==> config.mk <==
export PLATFORM = sky130hd
export DESIGN_NAME = ps2_key_decoder_flat
export DESIGN_NICKNAME = d
export VERILOG_FILES = /design/src/rtl/ps2_pkg.sv /design/src/rtl/ps2_key_decoder_if.sv /design/src/rtl/ps2_frame_rx.sv /design/src/rtl/ps2_key_decoder.sv /design/src/flat_wrapper.sv
export SDC_FILE = /design/constraint.sdc
export NUM_CORES = 1
export LEC_CHECK = 0
export CORE_MARGIN = 2
export CORE_UTILIZATION = 55
export CTS_BUF_LIST = sky130_fd_sc_hd__clkbuf_8
export CTS_CLUSTER_DIAMETER = 100
export DETAILED_ROUTE_END_ITERATION = 10
export PLACE_DENSITY = 0.71
export SYNTH_ARGS = -nofsm -noshare
export SYNTH_HDL_FRONTEND = slang
export SYNTH_SLANG_ARGS = --single-unit
==> constraint.sdc <==
create_clock -name clk -period 2.33 [get_ports clk]
set_input_delay 0.3495 -clock clk [delete_from_list [all_inputs] [get_ports clk]]
set_output_delay 0.3495 -clock clk [all_outputs]
set_load 0.05 [all_outputs]
==> src/rtl/ps2_pkg.sv <==
`default_nettype none
// ============================================================================
// Module      : ps2_pkg
// Description : Shared constants, FSM encoding and byte classification for
//               the PS/2 keyboard receive path.
// Revision    : 1.0 - initial release
// ============================================================================
package ps2_pkg;

    localparam logic [7:0] PS2_EXT    = 8'hE0;
    localparam logic [7:0] PS2_BRK    = 8'hF0;
    localparam logic [7:0] PS2_PAUSE  = 8'hE1;
    localparam logic [2:0] PAUSE_SKIP = 3'd7;

    localparam logic [1:0] RX_IDLE   = 2'd0;
    localparam logic [1:0] RX_DATA   = 2'd1;
    localparam logic [1:0] RX_PARITY = 2'd2;
    localparam logic [1:0] RX_STOP   = 2'd3;

    typedef enum logic [1:0] {
        IDLE   = RX_IDLE,
        DATA   = RX_DATA,
        PARITY = RX_PARITY,
        STOP   = RX_STOP
    } ps2_rx_state_t;

    // Device responses and error codes that never describe a key.
    function automatic logic is_response(input logic [7:0] b);
        return (b == 8'hFA) || (b == 8'hAA) || (b == 8'hEE) ||
               (b == 8'hFE) || (b == 8'h00) || (b == 8'hFF);
    endfunction

endpackage
`default_nettype wire

==> src/rtl/ps2_key_decoder_if.sv <==
`default_nettype none
// ============================================================================
// Module      : ps2_key_decoder_if
// Description : PS/2 line inputs and keyboard event outputs of the decoder.
// Revision    : 1.0 - initial release
// ============================================================================
interface ps2_key_decoder_if;

    logic       ps2_clk;
    logic       ps2_dat;
    logic       key_strobe;
    logic       key_pressed;
    logic       key_extended;
    logic [7:0] key_code;
    logic       frame_err;

    modport master (
        input  ps2_clk, ps2_dat,
        output key_strobe, key_pressed, key_extended, key_code, frame_err
    );

    modport slave (
        output ps2_clk, ps2_dat,
        input  key_strobe, key_pressed, key_extended, key_code, frame_err
    );

endinterface
`default_nettype wire

==> src/rtl/ps2_frame_rx.sv <==
`default_nettype none
// ============================================================================
// Module      : ps2_frame_rx
// Description : Synchronises and filters the PS/2 lines, assembles 11-bit
//               frames and reports good bytes or frame errors.
// Revision    : 1.0 - initial release
// ============================================================================
module ps2_frame_rx
    import ps2_pkg::*;
#(
    parameter int FILTER_LEN  = 8,
    parameter int TIMEOUT_CYC = 65536
) (
    input  logic       clk,
    input  logic       reset_n,
    input  logic       ps2_clk,
    input  logic       ps2_dat,
    output logic       byte_vld,
    output logic [7:0] rx_byte,
    output logic       frame_err
);

    localparam int FCW = $clog2(FILTER_LEN + 1);
    localparam int TW  = $clog2(TIMEOUT_CYC + 1);

    // Bit 0 carries the clock line, bit 1 the data line.
    logic [1:0] raw_w;
    logic [1:0] sync0_q;
    logic [1:0] sync1_q;
    logic [1:0] filt_w;

    assign raw_w = {ps2_dat, ps2_clk};

    always_ff @(posedge clk or negedge reset_n) begin
        if (!reset_n) begin
            sync0_q <= 2'b11;
            sync1_q <= 2'b11;
        end else begin
            sync0_q <= raw_w;
            sync1_q <= sync0_q;
        end
    end

    for (genvar i = 0; i < 2; i++) begin : g_filter
        logic [FCW-1:0] cnt_q;
        logic [FCW-1:0] cnt_d;
        logic           val_q;
        logic           val_d;

        // Any sample agreeing with the current output restarts the run.
        always_comb begin
            cnt_d = '0;
            val_d = val_q;
            if (sync1_q[i] != val_q) begin
                if (cnt_q == FCW'(FILTER_LEN - 1)) begin
                    val_d = sync1_q[i];
                end else begin
                    cnt_d = cnt_q + 1'b1;
                end
            end
        end

        always_ff @(posedge clk or negedge reset_n) begin
            if (!reset_n) begin
                cnt_q <= '0;
                val_q <= 1'b1;
            end else begin
                cnt_q <= cnt_d;
                val_q <= val_d;
            end
        end

        assign filt_w[i] = val_q;
    end

    logic clk_prev_q;
    logic fall_w;
    logic dat_w;

    assign fall_w = clk_prev_q & ~filt_w[0];
    assign dat_w  = filt_w[1];

    ps2_rx_state_t state_q, state_d;
    logic [2:0]    bitcnt_q, bitcnt_d;
    logic [7:0]    shift_q, shift_d;
    logic          par_q, par_d;
    logic [TW-1:0] timer_q, timer_d;
    logic          vld_q, vld_d;
    logic          err_q, err_d;

    always_comb begin
        state_d  = state_q;
        bitcnt_d = bitcnt_q;
        shift_d  = shift_q;
        par_d    = par_q;
        vld_d    = 1'b0;
        err_d    = 1'b0;
        if (state_q == IDLE || fall_w) begin
            timer_d = '0;
        end else begin
            timer_d = timer_q + 1'b1;
        end

        if (fall_w) begin
            case (state_q)
                IDLE: begin
                    if (!dat_w) begin
                        state_d  = DATA;
                        bitcnt_d = '0;
                    end
                end
                DATA: begin
                    shift_d  = {dat_w, shift_q[7:1]};
                    bitcnt_d = bitcnt_q + 1'b1;
                    if (bitcnt_q == 3'd7) begin
                        state_d = PARITY;
                    end
                end
                PARITY: begin
                    par_d   = dat_w;
                    state_d = STOP;
                end
                STOP: begin
                    if (dat_w && ((^shift_q) ^ par_q)) begin
                        vld_d = 1'b1;
                    end else begin
                        err_d = 1'b1;
                    end
                    state_d = IDLE;
                end
                default: state_d = IDLE;
            endcase
        end else if (state_q != IDLE && timer_q == TW'(TIMEOUT_CYC - 1)) begin
            state_d = IDLE;
            err_d   = 1'b1;
            timer_d = '0;
        end
    end

    always_ff @(posedge clk or negedge reset_n) begin
        if (!reset_n) begin
            clk_prev_q <= 1'b1;
            state_q    <= IDLE;
            bitcnt_q   <= '0;
            shift_q    <= '0;
            par_q      <= 1'b0;
            timer_q    <= '0;
            vld_q      <= 1'b0;
            err_q      <= 1'b0;
        end else begin
            clk_prev_q <= filt_w[0];
            state_q    <= state_d;
            bitcnt_q   <= bitcnt_d;
            shift_q    <= shift_d;
            par_q      <= par_d;
            timer_q    <= timer_d;
            vld_q      <= vld_d;
            err_q      <= err_d;
        end
    end

    // The shifter is untouched until the next start bit, so it can be the byte.
    assign byte_vld  = vld_q;
    assign rx_byte   = shift_q;
    assign frame_err = err_q;

endmodule
`default_nettype wire

==> src/rtl/ps2_key_decoder.sv <==
`default_nettype none
// ============================================================================
// Module      : ps2_key_decoder
// Description : Turns received PS/2 bytes into make/break key events,
//               stripping E0/F0 prefixes and swallowing the Pause sequence.
// Revision    : 1.0 - initial release
// ============================================================================
module ps2_key_decoder
    import ps2_pkg::*;
#(
    parameter int FILTER_LEN  = 8,
    parameter int TIMEOUT_CYC = 65536
) (
    input  logic              clk,
    input  logic              reset_n,
    ps2_key_decoder_if.master bus
);

    logic       byte_vld;
    logic [7:0] rx_byte;
    logic       frame_err;

    ps2_frame_rx #(
        .FILTER_LEN  (FILTER_LEN),
        .TIMEOUT_CYC (TIMEOUT_CYC)
    ) u_rx (
        .clk       (clk),
        .reset_n   (reset_n),
        .ps2_clk   (bus.ps2_clk),
        .ps2_dat   (bus.ps2_dat),
        .byte_vld  (byte_vld),
        .rx_byte   (rx_byte),
        .frame_err (frame_err)
    );

    logic [2:0] skip_q, skip_d;
    logic       ext_q, ext_d;
    logic       brk_q, brk_d;
    logic       strobe_q, strobe_d;
    logic [7:0] code_q, code_d;
    logic       pressed_q, pressed_d;
    logic       extended_q, extended_d;

    // Frame errors never reach here, so pending prefixes survive a bad byte.
    always_comb begin
        skip_d     = skip_q;
        ext_d      = ext_q;
        brk_d      = brk_q;
        strobe_d   = 1'b0;
        code_d     = code_q;
        pressed_d  = pressed_q;
        extended_d = extended_q;
        if (byte_vld) begin
            if (skip_q != 3'd0) begin
                skip_d = skip_q - 1'b1;
            end else if (rx_byte == PS2_PAUSE) begin
                skip_d = PAUSE_SKIP;
            end else if (rx_byte == PS2_EXT) begin
                ext_d = 1'b1;
            end else if (rx_byte == PS2_BRK) begin
                brk_d = 1'b1;
            end else if (!is_response(rx_byte)) begin
                strobe_d   = 1'b1;
                code_d     = rx_byte;
                pressed_d  = ~brk_q;
                extended_d = ext_q;
                ext_d      = 1'b0;
                brk_d      = 1'b0;
            end
        end
    end

    always_ff @(posedge clk or negedge reset_n) begin
        if (!reset_n) begin
            skip_q     <= '0;
            ext_q      <= 1'b0;
            brk_q      <= 1'b0;
            strobe_q   <= 1'b0;
            code_q     <= '0;
            pressed_q  <= 1'b0;
            extended_q <= 1'b0;
        end else begin
            skip_q     <= skip_d;
            ext_q      <= ext_d;
            brk_q      <= brk_d;
            strobe_q   <= strobe_d;
            code_q     <= code_d;
            pressed_q  <= pressed_d;
            extended_q <= extended_d;
        end
    end

    assign bus.key_strobe   = strobe_q;
    assign bus.key_pressed  = pressed_q;
    assign bus.key_extended = extended_q;
    assign bus.key_code     = code_q;
    assign bus.frame_err    = frame_err;

endmodule
`default_nettype wire
==> src/flat_wrapper.sv <==
// flat-port wrapper written by rule: the top's interface ports become plain ports
module ps2_key_decoder_flat import ps2_pkg::*;
#(
    parameter int FILTER_LEN  = 8,
    parameter int TIMEOUT_CYC = 65536
)
  (clk, reset_n, bus_ps2_clk, bus_ps2_dat, bus_key_strobe, bus_key_pressed, bus_key_extended, bus_key_code, bus_frame_err);
  ps2_key_decoder_if bus_i ();
  input  logic clk;
  input  logic reset_n;
  input wire logic [$bits(bus_i.ps2_clk)-1:0] bus_ps2_clk;
  input wire logic [$bits(bus_i.ps2_dat)-1:0] bus_ps2_dat;
  output wire logic [$bits(bus_i.key_strobe)-1:0] bus_key_strobe;
  output wire logic [$bits(bus_i.key_pressed)-1:0] bus_key_pressed;
  output wire logic [$bits(bus_i.key_extended)-1:0] bus_key_extended;
  output wire logic [$bits(bus_i.key_code)-1:0] bus_key_code;
  output wire logic [$bits(bus_i.frame_err)-1:0] bus_frame_err;
  assign bus_i.ps2_clk = bus_ps2_clk;
  assign bus_i.ps2_dat = bus_ps2_dat;
  assign bus_key_strobe = bus_i.key_strobe;
  assign bus_key_pressed = bus_i.key_pressed;
  assign bus_key_extended = bus_i.key_extended;
  assign bus_key_code = bus_i.key_code;
  assign bus_frame_err = bus_i.frame_err;
  ps2_key_decoder #(.FILTER_LEN(FILTER_LEN), .TIMEOUT_CYC(TIMEOUT_CYC)) u_core (.clk(clk), .reset_n(reset_n), .bus(bus_i));
endmodule
# After elaboration in Yosys (flattened, before gate mapping)
# Index checks and enable logic that the tools add are counted.
# W data, S select, Z words.
[totals]
in_bits = 4
latch_bits = 0
mem_count = 0
mem_bits_ro = 0
regBits = 64
ram_bits = 0
[op_classes]
n_eq_ne = 23
bitwise_logic = 9
multipliers = 0
n_shift = 0
n_div = 0
n_reduce_logical = 26
magnitude_cmp = 0
n_mux = 33
add_sub_neg = 5
[op_table]
columns = ["operator", "count"]
rows = [
  ["$eq A8 B8 Y1 const B", 8],
  ["$mux W17", 3],
  ["$add A17 B1 Y17 const B", 1],
  ["$eq A17 B16 Y1 const B", 1],
  ["$mux W1", 17],
  ["$mux W4", 4],
  ["$reduce_and A2 Y1", 5],
  ["$reduce_and A5 Y1", 2],
  ["$mux W3", 3],
  ["$add A4 B1 Y4 const B", 2],
  ["$eq A4 B3 Y1 const B", 2],
  ["$logic_not A8 Y1", 1],
  ["$mux W2", 4],
  ["$pmux W2 S4", 1],
  ["$reduce_bool A2 Y1", 4],
  ["$reduce_xor A8 Y1", 1],
  ["$not A1 Y1", 7],
  ["$logic_or A1 B1 Y1", 6],
  ["$ne A2 B1 Y1 const B", 3],
  ["$ne A3 B3 Y1 const B", 2],
  ["$pmux W3 S2", 1],
  ["$reduce_and A3 Y1", 2],
  ["$reduce_and A6 Y1", 1],
  ["$eq A2 B2 Y1 const B", 2],
  ["other kinds (11)", 13],
]

# Logic depth before layout (Yosys ltp)
[logic_depth]
depth_word = 12
depth_mapped = 9

# Hierarchy
# A second synthesis with hierarchy kept.
[unflattened]
hier_cells = 274
hier_area_um2 = 3055.4
[modules_own_cells]
columns = ["mod", "seq_area_each_um2", "area_each_um2", "instances", "cells_each"]
rows = [
  ["ps2_frame_rx", 1209.9, 2260.9, 1, 207],
  ["ps2_key_decoder", 400.4, 794.5, 1, 67],
]

# Worst setup path before layout
# OpenSTA, ideal clock, no wires.
[synth_timing]
path_kind = "register to register"
startpoint = "reg u_core.u_rx.timer_q[0]"
endpoint = "reg u_core.u_rx.timer_q[15]"
synth_period_minus_slack_ns = 2.003
path_stages_with_launch = 10
n_path_buf = 1
t_arrival_ns = 1.937
path_slack_ns = 0.327
path_cell_list = "dfrtp_1 > ha_1 > and2_0 > nand2_1 > nor4_1 > ha_1 > or3_1 > clkbuf_1 > a211o_1 > nand2_1"
[synth_via]
elab_chain_cells = 4
[synth_rtl]
columns = ["element", "line_no", "rtl"]
rows = [
  ["from (decl)", "ps2_frame_rx.sv:87", "logic [TW-1:0] timer_q, timer_d;"],
  ["from (signal assigned)", "ps2_frame_rx.sv:156", "timer_q <= timer_d;"],
  ["$add A17 B1 Y17 or $eq A17 B16 Y1 (tied branches)", "ps2_frame_rx.sv:101, ps2_frame_rx.sv:133", ""],
  ["$mux W17 or $logic_and A1 B1 Y1 (tied branches)", "ps2_frame_rx.sv:98, ps2_frame_rx.sv:133", ""],
  ["$mux W17", "ps2_frame_rx.sv:133", "end else if (state_q != IDLE && timer_q == TW'(TIMEOUT_CYC - 1)) begin"],
  ["$mux W17 *", "ps2_frame_rx.sv:104", "if (fall_w) begin"],
  ["net u_core.u_rx.timer_d[15]", "ps2_frame_rx.sv:87", ""],
]
# Mark *: on every way through the listed nets, which the timed path passes. The rest lies on a longest branch.
# A chain may end at the register's enable or synchronous reset.

# Worst setup path after layout
[layout_timing]
startpoint = "reg u_core.u_rx.shift_q[4], in the netlist u_core.u_rx.rx_byte[4]"
endpoint = "reg u_core.code_q[4], in the netlist u_core.bus.key_code[4]"
[layout_via]
elab_chain_cells = 8
[layout_rtl]
columns = ["element", "line_no", "rtl"]
rows = [
  ["from (decl)", "ps2_frame_rx.sv:85", "logic [7:0] shift_q, shift_d;"],
  ["from (signal assigned)", "ps2_frame_rx.sv:154", "shift_q <= shift_d;"],
  ["$eq A8 B8 Y1", "ps2_pkg.sv:29", "return (b == 8'hFA) || (b == 8'hAA) || (b == 8'hEE) ||"],
  ["$logic_or A1 B1 Y1 (3 in a row)", "ps2_pkg.sv:29", ""],
  ["$logic_or A1 B1 Y1 (2 in a row)", "ps2_pkg.sv:30", "(b == 8'hFE) || (b == 8'h00) || (b == 8'hFF);"],
  ["$not A1 Y1 (no source line)", "--", ""],
  ["$reduce_and A6 Y1 (no source line)", "--", ""],
  ["to (signal assigned)", "ps2_key_decoder.sv:87", "code_q <= code_d;"],
  ["to (decl)", "ps2_key_decoder.sv:40", "logic [7:0] code_q, code_d;"],
]
# Parallel ways exist; a longest one is shown, timed or not.

==> metrics <==
Placer Congestion 0.859; Buf+Inv Stages, Crit Path 2; hold worst-path end u_core.u_rx.sync1_q[1]$_DFF_PN1_; die width 78.8 um; HP Start u_core.u_rx.sync0_q[1]$_DFF_PN1_; clk_skew 0.00682 ns; fill count 444; Hold Violations, Final 0; largest net degree at the start of global routing 51; fin nets 341; register bit total from synthesis 64; area of the multi-input gates 0.00137 mm^2; post-route ant nets 0; Crit-path slowest cell dfrtp_1; Worst-Margin Slew 0.501 ns; Cell variety after synth 45; CP max stage delay 0.40 ns; initial drt markers 86; LEAKAGE 1.59 nW; crit start category flip-flop; worst endpoint data arrival time 2.34 ns; Avg WL per Cell 12.6 um; Slew HR 0.665; post-CTS setup repair buffer count 0; Req. time, crit path 2.56 ns; Tot Pwr 0.00254 W; register area 0.00161 mm^2; Final WS setup 0.217 ns; RSZ-0062 raised after global routing false; CP top delay family simple AND/OR/NAND/NOR gates; TritonCTS clock tree built; global-route wire length before repair 8960 um; All-Layer GR Usage 0.187; Seq/Total Area, Yosys 0.524; cell row count 27; run status completed; average cell area after synthesis 10.8 um^2; crit path time final 2.11 ns; Synthesis Warnings 0; Worst VDD drop 0.509 mV; cts bufs inserted 9; core area 0.00544 mm^2; die extent in y 78.8 um; worst hold path type flip-flop to flip-flop; initial antenna violation count 0; Post-synth EDFFs 0; Async S/R FF share, synth 1.00; final setup TNS 0 ns; Crit Path Max Fanout 9; cell area power density 716 mW/mm^2; vias per cell 5.19; worst r2r src u_core.u_rx.rx_byte[4]$_DFFE_PN0P_; clock latency at the later pin of the worst-skew pair 0.34 ns; TritonRoute pass-1 iters 4; # diodes 0; I/O pin count 16; Final period util 0.907; Area Growth Syn to Fin 15.3%; Root Driver clkbuf_8; sinks on the clock net 64; Clk pin slew, worst setup/hold paths 0.07 ns; Initial Util 0.565; ratio of cells with drive above 1 in the final layout 0.110; Crit Path Class flip-flop to flip-flop; via count 2,018; Max Slew Vio Count 0; grt ovf 0; Max Cap Viol 0; mapped cell area 0.00308 mm^2; HPWL after detailed placement 3490 um; drt total wl 4880 um; htree depth 3; maximum clock insertion buffer count 2; Port Buffers 15; Setup-failing EPs final 0; worst r2r dst u_core.bus.key_code[4]$_DFFE_PN0P_; DRC viols 0; flop-to-flop setup slack 0.22 ns; Synth Flop Type dfrtp_1; Worst setup EP type flip-flop; Die Footprint 0.00621 mm^2; FMAX 0.473 GHz; Syn Inst Count 286; Syn Nets 315; Reg2Reg Depth 7; vias in the first global route 2,040; critical path cell sequence inv_1, ha_1, nand4_1, o2111ai_1, nor3_2, buf_4, mux2_1; dpl ws 0.213 ns; WHS Path Cells 0
[sequential cells by signal, summed over array words and instances, names as in the netlist, 3 cells and up]
name and cells:
u_core.u_rx.bitcnt_q 3, u_core.u_rx.rx_byte 8, u_core.skip_q 3, u_core.u_rx.timer_q 17, u_core.u_rx.g_filter.cnt_q 8, u_core.bus.key_code 8
[worst max-delay path by stage]
stage | start | to | slack (ns) | cells after the start
2_1_floorplan | u_core.u_rx.timer_q[0]$_DFF_PN0_ | u_core.u_rx.timer_q[15]$_DFF_PN0_ | 0.33 | 9
3_3_place_gp | u_core.u_rx.rx_byte[4]$_DFFE_PN0P_ | u_core.bus.key_code[4]$_DFFE_PN0P_ | 0.25 | 7
3_5_place_dp | u_core.u_rx.rx_byte[4]$_DFFE_PN0P_ | u_core.bus.key_code[4]$_DFFE_PN0P_ | 0.21 | 7
4_1_cts | u_core.u_rx.rx_byte[4]$_DFFE_PN0P_ | u_core.bus.key_code[4]$_DFFE_PN0P_ | 0.20 | 7
5_1_grt | u_core.u_rx.rx_byte[4]$_DFFE_PN0P_ | u_core.bus.key_extended$_DFFE_PN0P_ | 0.03 | 7
6_report | u_core.u_rx.rx_byte[4]$_DFFE_PN0P_ | u_core.bus.key_code[4]$_DFFE_PN0P_ | 0.22 | 7
[worst register-to-register path, cell delays in order, from the launching register on]
cell and delay (ns):
dfrtp_1 0.40, inv_1 0.09, ha_1 0.27, nand4_1 0.16, o2111ai_1 0.17, nor3_2 0.33, buf_4 0.24, mux2_1 0.34
[metal layers]
layer,vias to the layer above,track usage,wire length (um)
li1,1029,-,-
met1,952,0.229,2290
met2,25,0.306,2320
met3,12,0.0500,159
met4,0,0.0965,114
met5,-,0,0
[metrics by stage]
| step | util | instances | hold slack, ns | cell area (um^2) |
|---|---|---|---|---|
| 3_3_place_gp | 0.613 | 372 | 0.283 | 3340 |
| 6_report | 0.652 | 389 | 0.356 | 3540 |
| 4_1_cts | 0.652 | 389 | 0.357 | 3540 |
| 3_5_place_dp | 0.613 | 372 | 0.278 | 3340 |
| 2_1_floorplan | - | 286 | 0.0539 | 3080 |
| 5_1_grt | 0.652 | 389 | 0.360 | 3540 |
[cell usage after synthesis, types with 3 or more instances]
cell / count / area [um^2]
ha_1: 25 / 313
dfrtp_1: 57 / 1430
or3_1: 3 / 18.8
nor3_1: 9 / 45.0
mux2_2: 3 / 33.8
xor2_1: 6 / 52.6
mux2_1: 8 / 90.1
o21ai_0: 19 / 95.1
nor2_1: 21 / 78.8
nand2_1: 32 / 120
dfstp_2: 7 / 184
and3_1: 3 / 18.8
inv_1: 17 / 63.8
nor2b_1: 3 / 18.8
nand4_1: 6 / 37.5
nand3_1: 8 / 40.0
xnor2_1: 10 / 87.6
a21oi_1: 11 / 55.1
clkbuf_1: 4 / 15.0
mux2i_1: 3 / 30.0
[area by class of cell]
class	instances	share of cell area
Timing Repair Buffer	22	0.0600
Inverter	17	0.0180
Clock inverter	5	0.0134
Tap cell	72	0.0254
Clock buffer	11	0.0427
Sequential cell	64	0.454
Multi-Input combinational cell	198	0.386
[logic make-up after synthesis]
logic type | count (synthesis) | share of synthesized area
fa+ha+maj | 25 | 0.102
flops | 64 | 0.524
xor+xnor | 17 | 0.0529
buf+inv | 24 | 0.0313
mux | 14 | 0.0500
compound gates | 43 | 0.0838
simple gates | 99 | 0.157
[repair_timing]
| item | 4_1_cts | 5_1_grt |
|---|---|---|
| hold buffers | 1 | 0 |
| gates resized for setup | 0 | 0 |
| endpoints found under the setup margin | 0 | 0 |
| hold endpoints to repair | 14 | 0 |
[where the power goes]
group          internal, W  switching, W
Clock             0.000541      0.000407
Sequential         0.00121     0.0000674
Combinational     0.000135      0.000177
Total              0.00188      0.000652
[cell usage in the layout, fill, tap and decap left out, drive strengths merged, types with 4 or more instances in the layout]
| master | n |
|---|---|
| nor2 | 21 |
| nand3 | 8 |
| buf | 7 |
| inv | 19 |
| clkdlybuf4s50 | 14 |
| and3 | 4 |
| dfrtp | 57 |
| nor3 | 10 |
| ha | 25 |
| a21oi | 11 |
| dfstp | 7 |
| nand2 | 32 |
| nand4 | 6 |
| o21ai | 19 |
| xor2 | 6 |
| xnor2 | 10 |
| mux2 | 11 |
| nor2b | 4 |
| clkbuf | 11 |
Note: power is estimated with default switching activity, not from simulation.
